## config.mk

```make
export PLATFORM = sky130hd
export DESIGN_NAME = tmr_voter_mon
export DESIGN_NICKNAME = d
export VERILOG_FILES = /design/src/rtl/tmr_pkg.sv /design/src/rtl/tmr_chan_health.sv /design/src/rtl/tmr_voter_mon.sv
export SDC_FILE = /design/constraint.sdc
export NUM_CORES = 1
export LEC_CHECK = 0
export ABC_AREA = 0
export CORE_UTILIZATION = 45
export DETAILED_ROUTE_END_ITERATION = 12
export HOLD_SLACK_MARGIN = 0.02
export PLACE_DENSITY = 0.69
export RECOVER_POWER = 50
export SYNTH_ARGS = -nofsm -noshare
export SYNTH_HDL_FRONTEND = slang
export SYNTH_SLANG_ARGS = --single-unit
```

## constraint.sdc

```tcl
create_clock -name clk -period 4.85 [get_ports clk]
set_input_delay 0.97 -clock clk [delete_from_list [all_inputs] [get_ports clk]]
set_output_delay 0.97 -clock clk [all_outputs]
set_load 0.01 [all_outputs]
```

## src/rtl/tmr_pkg.sv

```systemverilog
// Shared health-state type and default sizing for the TMR voter/monitor.
package tmr_pkg;

  typedef enum logic [1:0] {
    HEALTHY = 2'd0,
    SUSPECT = 2'd1,
    FAULTED = 2'd2
  } health_e;

  localparam int DEF_WIDTH        = 8;
  localparam int DEF_FAULT_THRESH = 4;
  localparam int DEF_CNT_W        = 16;

  // Wide enough for any legal threshold (1..255).
  localparam int RUN_W = 8;

endpackage

```

## src/rtl/tmr_chan_health.sv

```systemverilog
// Per-channel health tracker: HEALTHY/SUSPECT/FAULTED state, consecutive
// mismatch run length and a saturating lifetime mismatch counter.
module tmr_chan_health
  import tmr_pkg::*;
#(
  parameter int FAULT_THRESH = DEF_FAULT_THRESH,
  parameter int CNT_W        = DEF_CNT_W
) (
  input  logic             clk,
  input  logic             rst_n,
  input  logic             sample_i,
  input  logic             mismatch_i,
  input  logic             clr_i,
  output logic             fault_o,
  output logic [CNT_W-1:0] mis_cnt_o
);

  localparam logic [RUN_W-1:0] THRESH  = RUN_W'(FAULT_THRESH);
  localparam logic [CNT_W-1:0] CNT_MAX = '1;

  health_e          state_q;
  logic [RUN_W-1:0] run_q;
  logic [RUN_W-1:0] run_d;
  logic [CNT_W-1:0] cnt_q;
  logic             fault_q;

  // Run length including the current sample; pinned at all-ones so it cannot wrap.
  assign run_d = (run_q == '1) ? run_q : run_q + 1'b1;

  // clr_i outranks a coincident sample, so that sample is never counted.
  always_ff @(posedge clk or negedge rst_n) begin
    if (!rst_n) begin
      state_q <= HEALTHY;
      run_q   <= '0;
      cnt_q   <= '0;
      fault_q <= 1'b0;
    end else if (clr_i) begin
      state_q <= HEALTHY;
      run_q   <= '0;
      cnt_q   <= '0;
      fault_q <= 1'b0;
    end else if (sample_i) begin
      if (mismatch_i) begin
        run_q <= run_d;
        if (cnt_q != CNT_MAX) begin
          cnt_q <= cnt_q + 1'b1;
        end
        case (state_q)
          HEALTHY, SUSPECT: begin
            if (run_d >= THRESH) begin
              state_q <= FAULTED;
              fault_q <= 1'b1;
            end else begin
              state_q <= SUSPECT;
            end
          end
          default: begin
            state_q <= FAULTED;
            fault_q <= 1'b1;
          end
        endcase
      end else begin
        run_q <= '0;
        case (state_q)
          HEALTHY, SUSPECT: state_q <= HEALTHY;
          default: begin
            state_q <= FAULTED;
            fault_q <= 1'b1;
          end
        endcase
      end
    end
  end

  assign fault_o   = fault_q;
  assign mis_cnt_o = cnt_q;

endmodule

```

## src/rtl/tmr_voter_mon.sv

```systemverilog
// Triple-modular-redundancy voter with per-channel health monitoring.
// Define TMR_MASK_EN to exclude faulted channels from the vote.
module tmr_voter_mon
  import tmr_pkg::*;
#(
  parameter int WIDTH        = DEF_WIDTH,
  parameter int FAULT_THRESH = DEF_FAULT_THRESH,
  parameter int CNT_W        = DEF_CNT_W
) (
  input  logic             clk,
  input  logic             rst_n,
  input  logic             in_valid,
  input  logic [WIDTH-1:0] a,
  input  logic [WIDTH-1:0] b,
  input  logic [WIDTH-1:0] c,
  input  logic             clr_faults,
  output logic [WIDTH-1:0] y,
  output logic             out_valid,
  output logic [2:0]       err,
  output logic [2:0]       fault,
  output logic             conflict,
  output logic [CNT_W-1:0] mis_cnt_a,
  output logic [CNT_W-1:0] mis_cnt_b,
  output logic [CNT_W-1:0] mis_cnt_c
);

  logic [WIDTH-1:0] majority;
  logic [2:0]       mismatch;
  logic [WIDTH-1:0] vote_d;
  logic             conflict_d;

  logic [WIDTH-1:0] y_q;
  logic             outValid_q;
  logic [2:0]       err_q;
  logic             conflict_q;

  // Health is always judged against the plain 3-way majority, faulted or not.
  assign majority = (a & b) | (a & c) | (b & c);
  assign mismatch = {c != majority, b != majority, a != majority};

`ifdef TMR_MASK_EN
  always_comb begin
    vote_d     = y_q;
    conflict_d = 1'b0;
    case (fault)
      3'b000: vote_d = majority;
      3'b001: begin
        if (b == c) vote_d = b;
        else        conflict_d = 1'b1;
      end
      3'b010: begin
        if (a == c) vote_d = a;
        else        conflict_d = 1'b1;
      end
      3'b100: begin
        if (a == b) vote_d = a;
        else        conflict_d = 1'b1;
      end
      default: conflict_d = 1'b1;
    endcase
  end
`else
  assign vote_d     = majority;
  assign conflict_d = 1'b0;
`endif

  always_ff @(posedge clk or negedge rst_n) begin
    if (!rst_n) begin
      y_q        <= '0;
      outValid_q <= 1'b0;
      err_q      <= '0;
      conflict_q <= 1'b0;
    end else begin
      outValid_q <= in_valid;
      if (in_valid) begin
        y_q        <= vote_d;
        err_q      <= mismatch;
        conflict_q <= conflict_d;
      end else begin
        err_q      <= '0;
        conflict_q <= 1'b0;
      end
    end
  end

  tmr_chan_health #(
    .FAULT_THRESH(FAULT_THRESH),
    .CNT_W       (CNT_W)
  ) u_health_a (
    .clk       (clk),
    .rst_n     (rst_n),
    .sample_i  (in_valid),
    .mismatch_i(mismatch[0]),
    .clr_i     (clr_faults),
    .fault_o   (fault[0]),
    .mis_cnt_o (mis_cnt_a)
  );

  tmr_chan_health #(
    .FAULT_THRESH(FAULT_THRESH),
    .CNT_W       (CNT_W)
  ) u_health_b (
    .clk       (clk),
    .rst_n     (rst_n),
    .sample_i  (in_valid),
    .mismatch_i(mismatch[1]),
    .clr_i     (clr_faults),
    .fault_o   (fault[1]),
    .mis_cnt_o (mis_cnt_b)
  );

  tmr_chan_health #(
    .FAULT_THRESH(FAULT_THRESH),
    .CNT_W       (CNT_W)
  ) u_health_c (
    .clk       (clk),
    .rst_n     (rst_n),
    .sample_i  (in_valid),
    .mismatch_i(mismatch[2]),
    .clr_i     (clr_faults),
    .fault_o   (fault[2]),
    .mis_cnt_o (mis_cnt_c)
  );

  assign y         = y_q;
  assign out_valid = outValid_q;
  assign err       = err_q;
  assign conflict  = conflict_q;

endmodule

```

==> results.txt, run 1 <==
Outcome - complete, but fails checks
Violated checks - max-capacitance violations, max-slew violations
Most common cell after layout, fill and taps aside - dfrtp_1
Iter 0 DRT Violations - 379
Setup-failing EPs final - 0
Max Clk Rate - 274 MHz
Crit path time final - 3.65 ns
Placeable Area - 12200 um^2
Site Rows - 40
Via count - 5274
Skew final - 0.00693 ns
EDFF count, synth - 0
Hold_buf cts - 0
Adder-cell share of the synthesized area - 1.31%
Area added between synthesis and finish - 22.4%
Die Y-Extent - 115 um
Root buffer cell - clkbuf_16
Final HPWL DP - 9330 um
Largest family of logic cells by synthesized area - simple AND/OR/NAND/NOR gates
Nets@finish - 741
Share of cells above drive strength 1 - 9.83%
CP top delay family - buffers and inverters
CP max stage cell - clkbuf_1
Crit Path Category - primary input to register
Yosys reg bits - 90
WL final - 13800 um
Post-route ant nets - 0
Wire length per cell - 15.7 um
Int Power - 1.32 mW
Largest net degree at the start of global routing - 60
GRT Util Overall - 21.9%
I/O Pins - 92
Post-CTS setup buffer count - 0
Crit start category - primary input
Seq pwr share - 44.5%
Grt total ovfl - 0
Worst endpoint required time - 5.09 ns
Min-delay worst type - register to register
Post-CTS resize count - 0
Initial antenna violation count - 0
Vias in the first global route - 4932
Drc violations - 0
Most frequent cells in the layout - 90 x dfrtp_1, 65 x clkdlybuf4s50_1, 42 x o21ai_0
Post-Syn Nets - 672
Leakage - 2.79 nW
Drt pass-1 iters - 5
Synth Area in Simple Gates - 31.0%
Synth Cell Area - 5730 um^2
Worst slew pin tran - 1.71 ns
Final Hold Viols - 0
Slowest stage delay, CP - 1.02 ns
Synth cell types - 62
Via density - 5.99
Sequential cell area fraction in the yosys report - 39.3%
PortBufs - 90
Clock tree sinks - 90
Final period util - 75.3%
Fill count - 1150
Die ar. - 13200 um^2
RePlAce Congestion - 0.828
Combinational cell fraction of total power - 12.5%
Chip width - 115 um
Place WS - 1.31 ns
Synth Area in Compound Gates - 20.5%
H-Tree Depth - 3
Avg Inst Size Synth - 8.98 um^2
GRT met3 Usage - 4.80%
Clock share of power - 43.0%
Sum Neg Setup Slack - 0 ns
Slew margin rel. - -14.0%
Sw Ratio - 25.6%
CP endpoint kind - register
CP arrival - 3.89 ns
Skew-Pair Late Insertion Delay - 0.35 ns
M2 GR Usage - 38.4%
XOR/XNOR Fraction of Synth Area - 0%
Mapped Cells - 638
P per Cell Area - 252 nW/um^2
Reg clk slew, reported paths - 0.06 ns
Max VDD drop - 0.000215 V
Total of max-cap violations - 1
Switch Pwr - 454 uW
Global-route wire length before repair - 23100 um
Yosys warnings - 0
Area of the multi-input gates - 3230 um^2
TritonCTS clock tree - done
Critical path cell sequence - clkbuf_1 -> inv_1 -> a311o_1 -> nor3b_1 -> mux2_2
Antenna cell count - 0
Post-route setup slack - 1.20 ns
Bufs and invs on worst path - 2
Largest fanout on the critical path - 35
Initial Util - 46.9%
Asr flop ratio synth - 100%
Max-slew violations - 33
Post-synthesis mux area share - 3.47%
GRT busiest layer - met2
CTS max path bufs - 2
Synth Flop Type - dfrtp_1
Met1 usage - 27.3%
Register cell area after layout - 2250 um^2
Cts bufs inserted - 9
Unrepaired setup endpoints after global routing - false
[cells by family after synthesis]
group                    count (synthesis)
AO/OA/AOI/OAI                          173
flip-flops                              90
buffers and inverters                   56
adder cells (fa/ha/maj)                  6
other                                    1
AND/OR/NAND/NOR                        294
multiplexers                            18
[metal layers]
layer	routed length, um	vias up
li1	-	2588
met1	6180	2558
met2	6850	115
met3	658	13
met4	138	0
met5	0	-
[state kept, by name (all words and copies together) (netlist names), 3 cells and up]
| register | cells |
|---|---|
| u_health_c.run_q | 8 |
| u_health_b.run_q | 8 |
| y | 8 |
| u_health_b.mis_cnt_o | 16 |
| err | 3 |
| u_health_c.mis_cnt_o | 16 |
| u_health_a.run_q | 8 |
| u_health_a.mis_cnt_o | 16 |
[worst paths after layout]
kind / end / from / slack (ns) / cells past startpoint
setup / recovery: u_health_b.mis_cnt_o[14] / in_valid / 1.20 / 5
hold / removal: u_health_c.state_q[1] / u_health_c.state_q[1] / 0.51 / 1
setup reg to reg: u_health_b.fault_o / u_health_b.run_q[0] / 2.69 / 6
hold reg to reg: u_health_c.state_q[1] / u_health_c.state_q[1] / 0.51 / 1
max in group asynchronous: u_health_b.mis_cnt_o[0] / rst_n / 2.12 / 2
min in group asynchronous: u_health_c.mis_cnt_o[12] / rst_n / 0.68 / 1
[layout make-up]
type	instances	share of cell area [%]
clock buffers	9	3.21
multi-input cells	492	46.0
well taps	168	3.00
repair buffers	99	13.6
inverters	15	0.803
clock inverters	7	1.32
flip-flops and latches	90	32.1
[power groups by stage]
stage / logic [mW] / registers (mW) / clock network, mW
final: 0.221 / 0.789 / 0.761
after global routing: 0.246 / 0.791 / 0.811
after CTS: 0.228 / 0.789 / 0.785
after detailed placement: 0.226 / 0.803 / 0
after global placement: 0.220 / 0.803 / 0
after floorplan: 0.112 / 0.808 / 0
[per-stage QoR]
step	util (%)	instances	hold WS (ns)	area, um^2	power (mW)
after floorplan	-	638	0.457	5730	0.920
after global placement	54.9	864	0.476	6700	1.02
after detailed placement	54.9	864	0.493	6700	1.03
after CTS	57.5	880	0.512	7020	1.80
after global routing	57.4	880	0.519	7010	1.85
final	57.4	880	0.511	7010	1.77
[cells in the mapped netlist, types with 2 or more instances]
master    count  area share [%]
dfrtp_1      90              39
o21ai_0      42             3.7
nand2_1      41             2.7
nor2_1       39             2.6
a21oi_1      36             3.1
nand4_1      29             3.2
nand3_1      28             2.4
clkbuf_1     25             1.6
nand3b_1     18             2.4
or3_1        18             2.0
and4_1       17             2.6
or3b_2       17             2.6
inv_1        15            0.98
nor3_1       15             1.3
a211oi_1     14             1.8
nor2b_1      13             1.4
or4_1        11             1.4
a21o_1       10             1.3
and3_1        9            0.98
mux2_2        9             1.8
o211ai_1      9             1.2
o21bai_1      9             1.2
o31ai_1       9             1.2
buf_2         8            0.70
nor4_1        8            0.87
and2_1        7            0.76
a31o_2        6            0.92
buf_4         6            0.79
ha_1          6             1.3
mux2_1        6             1.2
nor4b_1       6            0.92
o21a_1        6            0.79
or2_2         5            0.55
a22oi_1       4            0.52
a31oi_1       3            0.33
mux2i_1       3            0.52
nand2b_1      3            0.33
nor3b_1       3            0.39
o311ai_0      3            0.46
o31a_1        3            0.46
o32ai_1       3            0.46
o41ai_1       3            0.46
a311o_1       2            0.35
a41oi_1       2            0.31
nor4_4        2            0.74
(Power assumes the default switching activity.)
==> inputs of run 2 (changes only) <==
==> constraint.sdc (replaced) <==
create_clock -name clk -period 3.4 [get_ports clk]
set_input_delay 0.68 -clock clk [delete_from_list [all_inputs] [get_ports clk]]
set_output_delay 0.68 -clock clk [all_outputs]
set_load 0.01 [all_outputs]
==> run 2 against run 1 <==
Compared with the run above:
- clock skew fell by 0.0019 ns
- sequential power increased by 43%
- largest power group unchanged
- combinational power up 44%
- the run now ends clean
==> results.txt, run 2 (synthesis results as in run 1) <==
Outcome - complete, no violations
Slowest stage delay, CP - 0.84 ns
Area added between synthesis and finish - 23.1%
P per Cell Area - 357 nW/um^2
Skew-Pair Late Insertion Delay - 0.34 ns
Placed cell area - 6750 um^2
Wire length per cell - 15.9 um
Slew margin rel. - 14.2%
Unrepaired setup endpoints after global routing - false
Min-delay worst type - primary input to asynchronous set/reset pin
Grt total ovfl - 0
Final HPWL DP - 9530 um
RePlAce Congestion - 0.855
Hold_buf cts - 0
Placeable Area - 12200 um^2
Setup-failing EPs final - 0
CP endpoint kind - register
WL final - 14000 um
Global-route wire length before repair - 23700 um
Skew final - 0.00506 ns
Max VDD drop - 0.000288 V
Most frequent cells in the layout - 90 x dfrtp_1, 65 x clkdlybuf4s50_1, 42 x o21ai_0
Antenna cell count - 0
Most common cell after layout, fill and taps aside - dfrtp_1
Initial antenna violation count - 0
Via density - 6.11
Die ar. - 13200 um^2
Post-CTS setup buffer count - 0
GRT Util Overall - 22.0%
Root buffer cell - clkbuf_16
CTS max path bufs - 2
Fill count - 1076
Post-route setup slack - 0.654 ns
Post-route cell area - 7060 um^2
PortBufs - 90
Final Hold Viols - 0
Initial Util - 46.9%
Reg clk slew, reported paths - 0.06 ns
Place WS - 0.340 ns
I/O Pins - 92
Crit Path Category - primary input to register
Post-CTS resize count - 0
Crit path time final - 2.75 ns
Max Clk Rate - 364 MHz
Largest fanout on the critical path - 24
Critical path cell sequence - clkbuf_1 -> clkbuf_1 -> and4_1 -> nand4_1 -> or3_1 -> a21oi_1
CP dominant cell by count - clkbuf_1
Sum Neg Setup Slack - 0 ns
Crit start category - primary input
Chip width - 115 um
TritonCTS clock tree - done
Iter 0 DRT Violations - 460
Worst slew pin tran - 1.29 ns
Max-slew violations - 0
Drt pass-1 iters - 4
Post-route ant nets - 0
Total of max-cap violations - 0
Nets@finish - 744
Final period util - 80.8%
Leakage - 2.79 nW
CP max stage cell - clkbuf_1
CP arrival - 3.01 ns
Drc violations - 0
Largest net degree at the start of global routing - 83
Worst r2r path cells - 5
H-Tree Depth - 3
Site Rows - 40
Worst endpoint required time - 3.66 ns
Die Y-Extent - 115 um
Cts bufs inserted - 9
Clock tree sinks - 90
Share of cells above drive strength 1 - 9.66%
Vias in the first global route - 5082
Via count - 5390
run 2: final timing paths:
check	from	endpoint	slack, ns
max	in_valid	u_health_c.mis_cnt_o[6]	0.65
min	rst_n	u_health_c.mis_cnt_o[13]	0.36
max reg2reg	u_health_a.mis_cnt_o[7]	u_health_a.mis_cnt_o[0]	1.18
min reg2reg	u_health_c.state_q[1]	u_health_c.state_q[1]	0.49
max in group asynchronous	rst_n	y[2]	1.42
min in group clk	u_health_c.state_q[1]	u_health_c.state_q[1]	0.49
run 2: worst max-delay path, delay by kind of cell:
| kind | cells | cell delay, ns |
|---|---|---|
| buffers and inverters | 2 | 1.44 |
| AOI/OAI and AO/OA | 1 | 0.14 |
| and+or+nand+nor | 3 | 0.74 |
run 2: power breakdown:
group | internal (mW) | switching [mW]
logic | 0.136 | 0.182
clock network | 0.662 | 0.410
registers | 1.10 | 0.0260
run 2: stage by stage:
stage / total power [mW] / utilization (%) / hold slack, ns / cells
2_1_floorplan: 1.31 / - / 0.384 / 638
3_3_place_gp: 1.47 / 55.3 / 0.481 / 867
3_5_place_dp: 1.48 / 55.3 / 0.485 / 867
4_1_cts: 2.56 / 57.9 / 0.386 / 882
5_1_grt: 2.63 / 57.8 / 0.404 / 882
6_report: 2.52 / 57.8 / 0.359 / 882
run 2: layout make-up:
class	count	area [um^2]	area share (%)
multi-input combinational	492	3230	45.7
clock buffer	11	243	3.44
tap	168	210	2.98
inverter	15	56.3	0.798
sequential	90	2250	31.9
clock inverter	4	76.3	1.08
timing repair buffer	102	991	14.0
run 2: routing by layer:
layer  up-vias  track usage (%)  share of wire, %
met5         -                0                 0
met2       144             38.5                49
li1       2583                -                 -
met3        13             4.80               4.6
met1      2650             27.8                45
met4         0             5.11              0.89
